`src/rtl/uart_rx_param.sv`:
```
`timescale 1ns/1ps
`default_nettype none
// ============================================================================
// Module      : uart_rx_param
// Description : Oversampled UART receiver with optional parity, 1/2 stop
//               bits, held-word valid/ready output and break detection.
// Revision    : 1.0 - initial release
// ============================================================================
module uart_rx_param #(
    parameter int DATA_BITS   = 8,
    parameter int PARITY_MODE = 0,
    parameter int STOP_BITS   = 1,
    parameter int OVERSAMPLE  = 16
) (
    input  logic                 clk,
    input  logic                 reset,
    input  logic                 braud,
    input  logic                 rx,
    output logic [DATA_BITS-1:0] out_rx,
    output logic                 out_valid,
    input  logic                 out_ready,
    output logic                 parity_err,
    output logic                 frame_err,
    output logic                 overrun_err,
    output logic                 busy
);

    localparam int                  c_TICK_W    = $clog2(OVERSAMPLE);
    localparam logic [c_TICK_W-1:0] c_TICK_LAST = c_TICK_W'(OVERSAMPLE - 1);
    localparam logic [c_TICK_W-1:0] c_TICK_MID  = c_TICK_W'(OVERSAMPLE / 2 - 1);
    localparam logic [3:0]          c_DATA_LAST = 4'(DATA_BITS - 1);
    localparam logic [3:0]          c_STOP_LAST = 4'(STOP_BITS - 1);

    localparam logic [2:0] c_S_IDLE   = 3'd0;
    localparam logic [2:0] c_S_START  = 3'd1;
    localparam logic [2:0] c_S_DATA   = 3'd2;
    localparam logic [2:0] c_S_PARITY = 3'd3;
    localparam logic [2:0] c_S_STOP   = 3'd4;
    localparam logic [2:0] c_S_BREAK  = 3'd5;

    logic                 r_rx_meta;
    logic                 r_rx_sync;
    logic [2:0]           r_state;
    logic [c_TICK_W-1:0]  r_tick;
    logic [3:0]           r_bit;
    logic [DATA_BITS-1:0] r_shift;
    logic                 r_par_bad;
    logic                 r_frame_bad;
    logic                 r_done;
    logic [DATA_BITS-1:0] r_out_rx;
    logic                 r_valid;
    logic                 r_parity_err;
    logic                 r_frame_err;
    logic                 r_overrun;

    logic [2:0]           w_state_nxt;
    logic [c_TICK_W-1:0]  w_tick_nxt;
    logic [3:0]           w_bit_nxt;
    logic                 w_frame_start;
    logic                 w_sample_data;
    logic                 w_sample_par;
    logic                 w_sample_stop;
    logic                 w_last_stop;
    logic                 w_par_calc;

    // Counters and state only move on braud clocks; everything else holds.
    always_comb begin
        w_state_nxt   = r_state;
        w_tick_nxt    = r_tick;
        w_bit_nxt     = r_bit;
        w_frame_start = 1'b0;
        w_sample_data = 1'b0;
        w_sample_par  = 1'b0;
        w_sample_stop = 1'b0;
        w_last_stop   = 1'b0;
        if (braud) begin
            case (r_state)
                c_S_IDLE: begin
                    if (!r_rx_sync) begin
                        w_state_nxt = c_S_START;
                        w_tick_nxt  = '0;
                    end
                end
                c_S_START: begin
                    if (r_tick == c_TICK_MID) begin
                        w_tick_nxt = '0;
                        if (!r_rx_sync) begin
                            w_state_nxt   = c_S_DATA;
                            w_bit_nxt     = '0;
                            w_frame_start = 1'b1;
                        end else begin
                            w_state_nxt = c_S_IDLE;
                        end
                    end else begin
                        w_tick_nxt = r_tick + c_TICK_W'(1);
                    end
                end
                c_S_DATA: begin
                    if (r_tick == c_TICK_LAST) begin
                        w_tick_nxt    = '0;
                        w_sample_data = 1'b1;
                        if (r_bit == c_DATA_LAST) begin
                            w_bit_nxt   = '0;
                            w_state_nxt = (PARITY_MODE != 0) ? c_S_PARITY : c_S_STOP;
                        end else begin
                            w_bit_nxt = r_bit + 4'd1;
                        end
                    end else begin
                        w_tick_nxt = r_tick + c_TICK_W'(1);
                    end
                end
                c_S_PARITY: begin
                    if (r_tick == c_TICK_LAST) begin
                        w_tick_nxt   = '0;
                        w_sample_par = 1'b1;
                        w_state_nxt  = c_S_STOP;
                    end else begin
                        w_tick_nxt = r_tick + c_TICK_W'(1);
                    end
                end
                c_S_STOP: begin
                    if (r_tick == c_TICK_LAST) begin
                        w_tick_nxt    = '0;
                        w_sample_stop = 1'b1;
                        if (r_bit == c_STOP_LAST) begin
                            w_bit_nxt   = '0;
                            w_last_stop = 1'b1;
                            w_state_nxt = r_rx_sync ? c_S_IDLE : c_S_BREAK;
                        end else begin
                            w_bit_nxt = r_bit + 4'd1;
                        end
                    end else begin
                        w_tick_nxt = r_tick + c_TICK_W'(1);
                    end
                end
                c_S_BREAK: begin
                    if (r_rx_sync) begin
                        w_state_nxt = c_S_IDLE;
                    end
                end
                default: begin
                    w_state_nxt = c_S_IDLE;
                    w_tick_nxt  = '0;
                    w_bit_nxt   = '0;
                end
            endcase
        end
    end

    // Odd mode flags an error when the data+parity XOR is 0, even mode when 1.
    assign w_par_calc = (^r_shift) ^ r_rx_sync;

    always_ff @(posedge clk) begin
        if (!reset) begin
            r_rx_meta    <= 1'b1;
            r_rx_sync    <= 1'b1;
            r_state      <= c_S_IDLE;
            r_tick       <= '0;
            r_bit        <= '0;
            r_shift      <= '0;
            r_par_bad    <= 1'b0;
            r_frame_bad  <= 1'b0;
            r_done       <= 1'b0;
            r_out_rx     <= '0;
            r_valid      <= 1'b0;
            r_parity_err <= 1'b0;
            r_frame_err  <= 1'b0;
            r_overrun    <= 1'b0;
        end else begin
            r_rx_meta <= rx;
            r_rx_sync <= r_rx_meta;
            r_state   <= w_state_nxt;
            r_tick    <= w_tick_nxt;
            r_bit     <= w_bit_nxt;
            if (w_frame_start) begin
                r_par_bad   <= 1'b0;
                r_frame_bad <= 1'b0;
            end
            if (w_sample_data) begin
                r_shift <= {r_rx_sync, r_shift[DATA_BITS-1:1]};
            end
            if (w_sample_par) begin
                r_par_bad <= (PARITY_MODE == 2) ? ~w_par_calc : w_par_calc;
            end
            if (w_sample_stop && !r_rx_sync) begin
                r_frame_bad <= 1'b1;
            end
            // The word is committed one clk after the final stop sample so the
            // last stop-bit error is already folded into r_frame_bad.
            r_done    <= w_last_stop;
            r_overrun <= 1'b0;
            if (r_done) begin
                if (!r_valid || out_ready) begin
                    r_out_rx     <= r_shift;
                    r_parity_err <= r_par_bad;
                    r_frame_err  <= r_frame_bad;
                    r_valid      <= 1'b1;
                end else begin
                    r_overrun <= 1'b1;
                end
            end else if (r_valid && out_ready) begin
                r_valid <= 1'b0;
            end
        end
    end

    assign out_rx      = r_out_rx;
    assign out_valid   = r_valid;
    assign parity_err  = r_parity_err;
    assign frame_err   = r_frame_err;
    assign overrun_err = r_overrun;
    assign busy        = (r_state != c_S_IDLE);

endmodule
`default_nettype wire

```
`config.mk`:
```
export PLATFORM = sky130hd
export DESIGN_NAME = uart_rx_param
export DESIGN_NICKNAME = d
export VERILOG_FILES = /design/src/rtl/uart_rx_param.sv
export SDC_FILE = /design/constraint.sdc
export NUM_CORES = 1
export LEC_CHECK = 0
export CORE_UTILIZATION = 50
export DETAILED_ROUTE_END_ITERATION = 6
export DONT_BUFFER_PORTS = 1
export PLACE_DENSITY_LB_ADDON = 0.15
export SYNTH_ARGS = -nofsm -noshare
export SYNTH_HDL_FRONTEND = slang
export SYNTH_SLANG_ARGS = --single-unit
```
`constraint.sdc`:
```
create_clock -name clk -period 6.1 [get_ports clk]
set_clock_uncertainty 0.2 [all_clocks]
set_input_delay 1.22 -clock clk [delete_from_list [all_inputs] [get_ports clk]]
set_output_delay 1.22 -clock clk [all_outputs]
set_load 0.1 [all_outputs]
```
==> metrics.yaml, run 1 <==
outcome:
  status: "complete, no violations"
yosys:
  synth_most_common_cell: "dfxtp_1"
  ys.flop_type: "dfxtp_1"
  ys_ff_latch: 36
  synthTopCellsByCount: "36 x dfxtp_1, 28 x nor2_1, 21 x mux2i_1"
  synth-xor-area-share_pct: 4.536
  netlist.area_leader.share_pct: 41.47
  synthSimpleGateAreaFrac_pct: 26.85
  synthesis.nets: 198
  syn_avg_cell_area_um2: 9.147
  synthTopCellsByArea: "dfxtp_1 41%, mux2i_1 12%, nor2_1 6.0%"
  async_flop_share_pct: 0
  synth_cells: 190
  synth_edf_count: 0
  synth_cell_types: 41
  synthAdderAreaFrac_pct: 2.160
  synth_top_cell_by_area: "dfxtp_1"
  synth_compound_area_share_pct: 9.071
  syn_area_um2: 1738
  synth_top_family_by_area: "simple AND/OR/NAND/NOR gates"
  synthMuxAreaShare_pct: 12.10
  yosysSeqAreaShare_pct: 41.47
  ys_warn_count: 0
detailed_routing:
  vias: 1260
  ant_nets: 0
  routed_wl_um: 3009
  firstDrtPassIters: 4
  drtIter0Drc: 45
  viasPerCell: 5.408
  wl_per_cell_um: 12.91
  drcViolationCount: 0
global_route:
  grt_pass1_wl_um: 4671
  grt_pass1_vias: 1057
  overflow: 0
  grt_max_degree: 28
  grt_usage_pct: 17.64
  antenna_found_initial: 0
clock_network:
  clkTransAtPathRegs_ps: 100
  insertion_delay_ps: 330
  cts_root_buf: "clkbuf_4"
  htree_levels: 2
  holdBufCountCts: 0
  cts.repair.resized: 0
  cts_setup_buffers: 0
  cts_tree: "built"
  cts_buffers: 5
  cts.sinks: 36
  cts.path.max_buffers: 2
floorplanning:
  ios: 18
  die_width_um: 60.96
  core_area_um2: 3337
  die_area_um2: 3716
  die_h_um: 60.96
  rows: 21
  start_util_pct: 52.08
placed_design:
  dp_worst_setup_slack_ps: 3274
  hpwlAfterDp_um: 2167
  place_area_um2: 1744
  place_inst: 226
  portBuffers: 0
  gp_congestion: 0.8081
layout:
  n_fill_cell: 321
  area_delta_synth_final_pct: 4.104
  drive_gt1_share_pct: 7.487
  multiInputGateArea_um2: 950.9
  final_cells: 233
  fin_area_um2: 1809
  final-seq-area_um2: 720.7
  utilization_pct: 54.22
  final_nets: 195
  diodes: 0
setup_path:
  cp_max_fo: 18
  end_kind: "output pin"
  path_class: "reg2out"
  start_kind: "flip-flop"
  arrival_ps: 1780
  crit_required_ps: 4680
pwr:
  p_total_uw: 393.0
  ir_drop_mv: 0.1374
  power.leakage_nw: 0.7020
  power.density_nw_per_um2: 217.2
job:
  cap_violations: 0
timing:
  max_freq_mhz: 312.7
  drv_slew: 0
  holdWs_ps: 232.3
  rsz0062_at_grt: "no"
  slew_headroom_pct: 35.30
  tightest_slew_ps: 969.2
  hold_viol_final: 0
  setup_violations: 0
  postLayoutSetupSlackWorst_ps: 2902
  period_share_pct: 52.42
  fin_setup_tns_ps: 0
  fin_crit_ps: 3198
worst_hold_path:
  hp-class: "reg2reg"
==> sequential cells by signal, indices dropped and copies added, names as in the netlist <==
name / cells
frame_err: 1
out_rx: 8
out_valid: 1
overrun_err: 1
parity_err: 1
r_bit: 4
r_done: 1
r_frame_bad: 1
r_par_bad: 1
r_rx_meta: 1
r_rx_sync: 1
r_shift: 8
r_state: 3
r_tick: 4
==> critical path: stages, from the launching register on <==
cell	delay, ps
dfxtp_1	670
nor3_2	120
inv_1	650
==> logic make-up (layout without fill, tap and decap cells) <==
logic type / count (synthesis) / count (layout)
compound gates: 23 / 23
xor+xnor: 9 / 9
fa+ha+maj: 3 / 3
buf+inv: 14 / 11
flops: 36 / 36
mux: 21 / 21
simple gates: 84 / 84
==> placed cells by master, fill, tap and decap left out, types with 2 or more instances in the layout <==
| cell | n |
|---|---|
| dfxtp_1 | 36 |
| nor2_1 | 28 |
| mux2i_1 | 21 |
| nand3_1 | 11 |
| nand2_1 | 9 |
| xnor2_1 | 8 |
| a21oi_1 | 6 |
| nand2b_1 | 5 |
| clkbuf_4 | 5 |
| nor2b_1 | 4 |
| o22ai_1 | 4 |
| and3_1 | 4 |
| nor3b_1 | 4 |
| inv_1 | 3 |
| o21ai_0 | 3 |
| nor3_1 | 3 |
| o21a_1 | 3 |
| ha_1 | 3 |
| or3b_2 | 2 |
| and3b_1 | 2 |
| nand3b_1 | 2 |
| a31oi_1 | 2 |
| nor4b_1 | 2 |
| clkbuf_8 | 2 |
==> worst paths after layout <==
check | slack, ps | cells past startpoint | endpoint | start
worst max-delay path | 2900 | 2 | busy | r_state[2]
worst min-delay path | 230 | 1 | r_rx_sync | r_rx_meta
worst max register to register | 3650 | 5 | r_state[2] | r_state[2]
worst min register to register | 230 | 1 | r_rx_sync | r_rx_meta
==> per-layer routing <==
layer / track usage (%) / share of wire, % / vias to the layer above
li1: - / - / 656
met1: 22.45 / 47 / 582
met2: 26.84 / 48 / 20
met3: 6.397 / 4.6 / 2
met4: 7.792 / 0.66 / 0
met5: 0 / 0 / -
==> where the power goes <==
group	internal [mW]	switching [mW]	leakage (nW)
sequential	0.236	0.00249	0.290
combinational	0.00589	0.0113	0.374
clock	0.0653	0.0721	0.0374
total	0.307	0.0858	0.702
==> cell type report <==
| class | count | area share (%) |
|---|---|---|
| Tap cell | 46 | 3.181 |
| Inverter | 4 | 0.8299 |
| Clock buffer | 7 | 3.596 |
| Multi-Input combinational cell | 140 | 52.56 |
| Sequential cell | 36 | 39.83 |
(Power assumes the default switching activity.)
==> run 2: changes to the inputs <==
==> constraint.sdc (replaced) <==
create_clock -name clk -period 3 [get_ports clk]
set_clock_uncertainty 0.2 [all_clocks]
set_input_delay 0.6 -clock clk [delete_from_list [all_inputs] [get_ports clk]]
set_output_delay 0.6 -clock clk [all_outputs]
set_load 0.1 [all_outputs]
==> run 2 against run 1 <==
  * Sequential power grew 100%
  * Largest cell class unchanged
  * Utilization increased by 0.37 points
  * Non-clock buffer count is 2 higher
==> metrics.yaml, run 2 (same netlist as run 1, synthesis figures left out) <==
timing:
  fin_crit_ps: 2414
  drv_slew: 0  # unchanged
  hold_viol_final: 0  # unchanged
  tightest_slew_ps: 972.4  # +3.196 ps
  rsz0062_at_grt: "no"
  max_freq_mhz: 414.2
  period_share_pct: 80.48
  fin_setup_tns_ps: 0  # unchanged
  slew_headroom_pct: 35.08  # -0.21 points
  setup_violations: 0  # unchanged
detailed_routing:
  routed_wl_um: 3106  # +3.2%
  viasPerCell: 5.415  # +0.14%
  wl_per_cell_um: 13.16  # +1.9%
  drtIter0Drc: 45  # unchanged
  ant_nets: 0  # unchanged
  firstDrtPassIters: 4  # unchanged
  drcViolationCount: 0  # unchanged
  vias: 1278  # +1.4%
setup_path:
  crit_required_ps: 3050  # -1630 ps
  cpMaxStageDelayCell: "dfxtp_1"
  path_cells: "and3b_1, a222oi_1, nand4b_2, or3b_1, a21oi_1"
  start_kind: "flip-flop"
  arrival_ps: 2470  # +690 ps
  crit_path_max_incr_delay_ps: 690  # +20 ps
  path_class: "reg2reg"
  cp_max_fo: 18  # unchanged
  end_kind: "flip-flop"
clock_network:
  cts_root_buf: "clkbuf_4"
  cts_setup_buffers: 0  # unchanged
  cts.repair.resized: 0  # unchanged
  cts.path.max_buffers: 2  # unchanged
  cts_tree: "built"
  cts_buffers: 5  # unchanged
  holdBufCountCts: 0  # unchanged
  cts.sinks: 36  # unchanged
  htree_levels: 2  # unchanged
  insertion_delay_ps: 330  # about the same
  clkTransAtPathRegs_ps: 110  # about the same
floorplanning:
  start_util_pct: 52.08  # unchanged
  rows: 21  # unchanged
  die_h_um: 60.96  # unchanged
  ios: 18  # unchanged
  die_area_um2: 3716  # unchanged
  core_area_um2: 3337  # unchanged
  die_width_um: 60.96  # unchanged
layout:
  final_cell_mix: "36 x dfxtp_1, 28 x nor2_1, 21 x mux2i_1, 11 x nand3_1, 9 x nand2_1"
  drive_gt1_share_pct: 8.421  # +0.93 points
  utilization_pct: 54.59  # +0.37 points
  fin_area_um2: 1822  # +0.69%
  n_fill_cell: 338  # +5.3%
  final_nets: 197  # +1.0%
  layout.cells.most_common: "dfxtp_1"
  final-seq-area_um2: 720.7  # unchanged
  multiInputGateArea_um2: 950.9  # unchanged
  area_delta_synth_final_pct: 4.824
  diodes: 0  # unchanged
pwr:
  netSwitchingFraction_pct: 23.59  # +1.8 points
  seq_power_share_pct: 61.0  # +0.3 points
  ir_drop_mv: 0.3256  # +140%
  power.density_nw_per_um2: 436.6  # +100%
  power_frac_clock_pct: 34.5  # -0.5 points
  comb_power_share_pct: 4.5  # about the same
  p_total_uw: 795.3  # +100%
  switchingPower_uw: 187.6  # +120%
  power.leakage_nw: 0.7069  # +0.71%
  intPower_uw: 607.7  # +98%
placed_design:
  gp_congestion: 0.7973  # -1.3%
  portBuffers: 0  # unchanged
  hpwlAfterDp_um: 2189  # +1.0%
  place_area_um2: 1759  # +0.86%
global_route:
  antenna_found_initial: 0  # unchanged
  overflow: 0  # unchanged
  grt_pass1_wl_um: 5106  # +9.3%
  grt_usage_pct: 18.78  # +1.1 points
  grt_max_degree: 28  # unchanged
  grt_pass1_vias: 1190  # +13%
outcome:
  status: "complete, no violations"
job:
  cap_violations: 0  # unchanged
worst_hold_path:
  hp-class: "in2reg"
run 2: cell count changes in the layout (fill, tap and decap cells not counted):
| cell | before | now |
|---|---|---|
| buf_4 | 0 | 2 |
| clkbuf_1 | 0 | 1 |
| clkbuf_8 | 2 | 1 |
| clkinvlp_4 | 0 | 1 |
run 2: power groups by stage:
stage	Combinational (mW)	Clock [mW]	Sequential, mW
detailed placement	0.0360	0	0.496
CTS	0.0361	0.280	0.485
finish	0.0359	0.274	0.485
floorplan	0.0366	0	0.492
global route	0.0389	0.303	0.486
global placement	0.0352	0	0.496
run 2: worst max-delay path: cells and delay by family, from the launching register on:
kind            cells  cell delay (ps)
flops               1              690
compound gates      2              520
simple gates        3              920
run 2: layer usage:
metal  up-vias  GRT usage (%)  wire, um
li1        663              -         -
met1       591          22.56      1443
met2        19          31.71      1474
met3         5          4.904       149
met4         0          8.117        39
met5         -              0         0
run 2: per-stage QoR:
| step | setup slack, ps | hold slack (ps) | instances |
|---|---|---|---|
| after global routing | 452.2 | 120.7 | 236 |
| after floorplan | 660.7 | 186.3 | 190 |
| after detailed placement | 616.9 | 201.8 | 228 |
| after CTS | 590.5 | 126.7 | 236 |
| final | 585.7 | 134.8 | 236 |
| after global placement | 738.1 | 191.0 | 228 |
run 2: path summary, 6_finish.rpt:
check,from,endpoint,slack (ps),depth (start not counted)
min,reset,r_rx_meta,130,1
max reg2reg,r_state[2],r_state[2],590,5
min reg2reg,r_rx_meta,r_rx_sync,230,1
max,r_state[2],r_state[2],590,5
run 2: area by class of cell:
| cell class | instances | area share, % |
|---|---|---|
| Clock inverter | 1 | 0.4121 |
| Sequential cell | 36 | 39.56 |
| Tap cell | 46 | 3.159 |
| Multi-Input combinational cell | 140 | 52.20 |
| Inverter | 4 | 0.8242 |
| Clock buffer | 7 | 3.022 |
| Timing Repair Buffer | 2 | 0.8242 |
==> run 3: changes to the inputs <==
==> constraint.sdc (replaced) <==
create_clock -name clk -period 2.08 [get_ports clk]
set_clock_uncertainty 0.2 [all_clocks]
set_input_delay 0.416 -clock clk [delete_from_list [all_inputs] [get_ports clk]]
set_output_delay 0.416 -clock clk [all_outputs]
set_load 0.1 [all_outputs]
==> run 3 against run 2 <==
  * Die area unchanged
  * Clock power is 45% higher
  * Worst hold slack got worse by 120 ps
  * Power up 47%
  * First-iteration DRC count is 84% higher
  * Maximum frequency is 17% higher
  * Via count rose by 13%
  * Flip-flop and latch count unchanged
  * Utilization is 8.5 points higher
  * Critical path type unchanged
  * Largest power group unchanged
==> metrics.yaml, run 3 (same netlist as run 1, synthesis figures left out) <==
layout:
  final_cell_mix: "32 x dfxtp_1, 30 x buf_4, 28 x nor2_1, 21 x mux2i_1, 11 x nand3_1"
  drive_gt1_share_pct: 23.08  # +15 points
  area_delta_synth_final_pct: 21.09
  layout.cells.most_common: "dfxtp_1"
  diodes: 0  # unchanged
  final_cells: 267  # +13%
  final_nets: 228  # +16%
global_route:
  grt_max_degree: 25  # -11%
  antenna_found_initial: 0  # unchanged
  grt_pass1_wl_um: 5851  # +15%
  overflow: 0  # unchanged
  grt_pass1_vias: 1384  # +16%
  grt_usage_pct: 21.65  # +2.9 points
pwr:
  switchingPower_uw: 278.2  # +48%
  seq_power_share_pct: 59.5  # -1.5 points
  comb_power_share_pct: 6.7  # +2.2 points
  intPower_uw: 892.2  # +47%
  netSwitchingFraction_pct: 23.77  # +0.18 points
  power_frac_clock_pct: 33.8  # -0.7 points
  power.leakage_nw: 0.8735  # +24%
  ir_drop_mv: 0.4339  # +33%
  power.density_nw_per_um2: 556.1  # +27%
  p_total_mw: 1.170  # +47%
floorplanning:
  die_width_um: 60.96  # unchanged
  rows: 21  # unchanged
  start_util_pct: 52.08  # unchanged
  core_area_um2: 3337  # unchanged
  die_area_um2: 3716  # unchanged
  die_h_um: 60.96  # unchanged
  ios: 18  # unchanged
detailed_routing:
  wl_per_cell_um: 13.52  # +2.8%
  drcViolationCount: 0  # unchanged
  viasPerCell: 5.393  # -0.41%
  routed_wl_um: 3611  # +16%
  ant_nets: 0  # unchanged
  firstDrtPassIters: 5  # +1
  drtIter0Drc: 83  # +84%
  vias: 1440  # +13%
timing:
  holdWs_ps: 18.71  # -116.0 ps
  fin_crit_ps: 2069  # -345.5 ps
  slew_headroom_pct: 70.25  # +35 points
  hold_viol_final: 0  # unchanged
  period_share_pct: 99.46  # +19 points
  setup_violations: 0  # unchanged
  tightest_slew_ps: 440.1  # -532.3 ps
  rsz0062_at_grt: "yes"
  max_freq_mhz: 483.4  # +17%
  drv_slew: 0  # unchanged
setup_path:
  crit_required_ps: 2150  # -900 ps
  arrival_ps: 2140  # -330 ps
  ff2ff_setup_slack_ps: 10  # -570 ps
  reg2reg_from: "r_state[2]"
  cp_max_fo: 6  # -12
  end_kind: "flip-flop"
  path_class: "reg2reg"
  critPathLaunch: "r_state[2]"
  rr_worst_depth: 6  # +1
  start_kind: "flip-flop"
  endpoint: "r_state[2]"
  timing.rr.end: "r_state[2]"
worst_hold_path:
  whs_path_depth: 2  # +1
  hp-class: "in2reg"
placed_design:
  hpwlAfterDp_um: 2647  # +21%
  gp_congestion: 0.7795  # -2.2%
  place_inst: 256  # +12%
  portBuffers: 0  # unchanged
clock_network:
  insertion_delay_ps: 330  # about the same
  cts_root_buf: "clkbuf_4"
  cts_buffers: 5  # unchanged
  cts.sinks: 36  # unchanged
  cts.path.max_buffers: 2  # unchanged
  clkTransAtPathRegs_ps: 110  # about the same
  cts_tree: "built"
  htree_levels: 2  # unchanged
job:
  cap_violations: 0  # unchanged
outcome:
  status: "complete, no violations"
[run 3: cell count changes in the layout (fill, tap and decap cells not counted), moves of 2 or more]
cell / change
dlygate4sd3_1: +2
dfxtp_1: -4
dfxtp_2: +4
buf_4: +28
[run 3: area by class of cell]
cell class,instances,area [um^2]
multi-input combinational,140,978.4
timing repair buffer,33,265.3
sequential,36,725.7
tap,46,57.56
clock inverter,1,7.507
clock buffer,7,55.05
inverter,4,15.01
fill,306,1232
[run 3: power by group through the flow]
stage          registers [mW]  logic (mW)  clock network [mW]
6_report                0.696      0.0781               0.396
5_1_grt                 0.697      0.0834               0.439
4_1_cts                 0.696      0.0783               0.408
3_5_place_dp            0.712      0.0736                   0
3_3_place_gp            0.712      0.0719                   0
2_1_floorplan           0.710      0.0553                   0
[run 3: critical path, cell delays in order, from the launching register on]
cell and delay (ps):
dfxtp_1 450, and3b_1 240, a222oi_1 310, buf_4 180, nand4b_4 120, or3b_1 390
a21oi_1 130
[run 3: worst min-delay path by stage]
stage / from / endpoint
4_1_cts: reset / r_bit[2]
2_1_floorplan: r_rx_meta / r_rx_sync
6_report: reset / r_bit[2]
3_3_place_gp: r_rx_meta / r_rx_sync
3_5_place_dp: r_rx_meta / r_rx_sync
5_1_grt: reset / overrun_err
[run 3: per-stage QoR]
step	setup WS, ps	util (%)	setup TNS (ps)	area [um^2]
CTS	-21.25	62.77	-21.25	2095
detailed placement	-7.746	60.03	-7.746	2003
finish	11.19	63.07	0	2105
global placement	33.75	60.03	0	2003
global route	-63.47	63.07	-98.47	2105
floorplan	31.87	-	0	1759
[run 3: timing repair]
| action | CTS | global route |
|---|---|---|
| endpoints found under the setup margin | 2 | 16 |
| pin swaps | 1 | 1 |
| hold buffers | 2 | 0 |
| gates resized for setup | 1 | 4 |
| buffers inserted | 1 | 0 |
| endpoints found under the hold margin | 3 | 0 |
[run 3: layer usage]
| metal | routed length, um | up-vias | global-route usage [%] | part of all wire [%] |
|---|---|---|---|---|
| met3 | 127 | 4 | 5.117 | 3.5 |
| met2 | 1938 | 22 | 39.25 | 54 |
| li1 | - | 716 | - | - |
| met1 | 1506 | 698 | 24.05 | 42 |
| met5 | 0 | - | 0 | 0 |
| met4 | 38 | 0 | 9.416 | 1.1 |
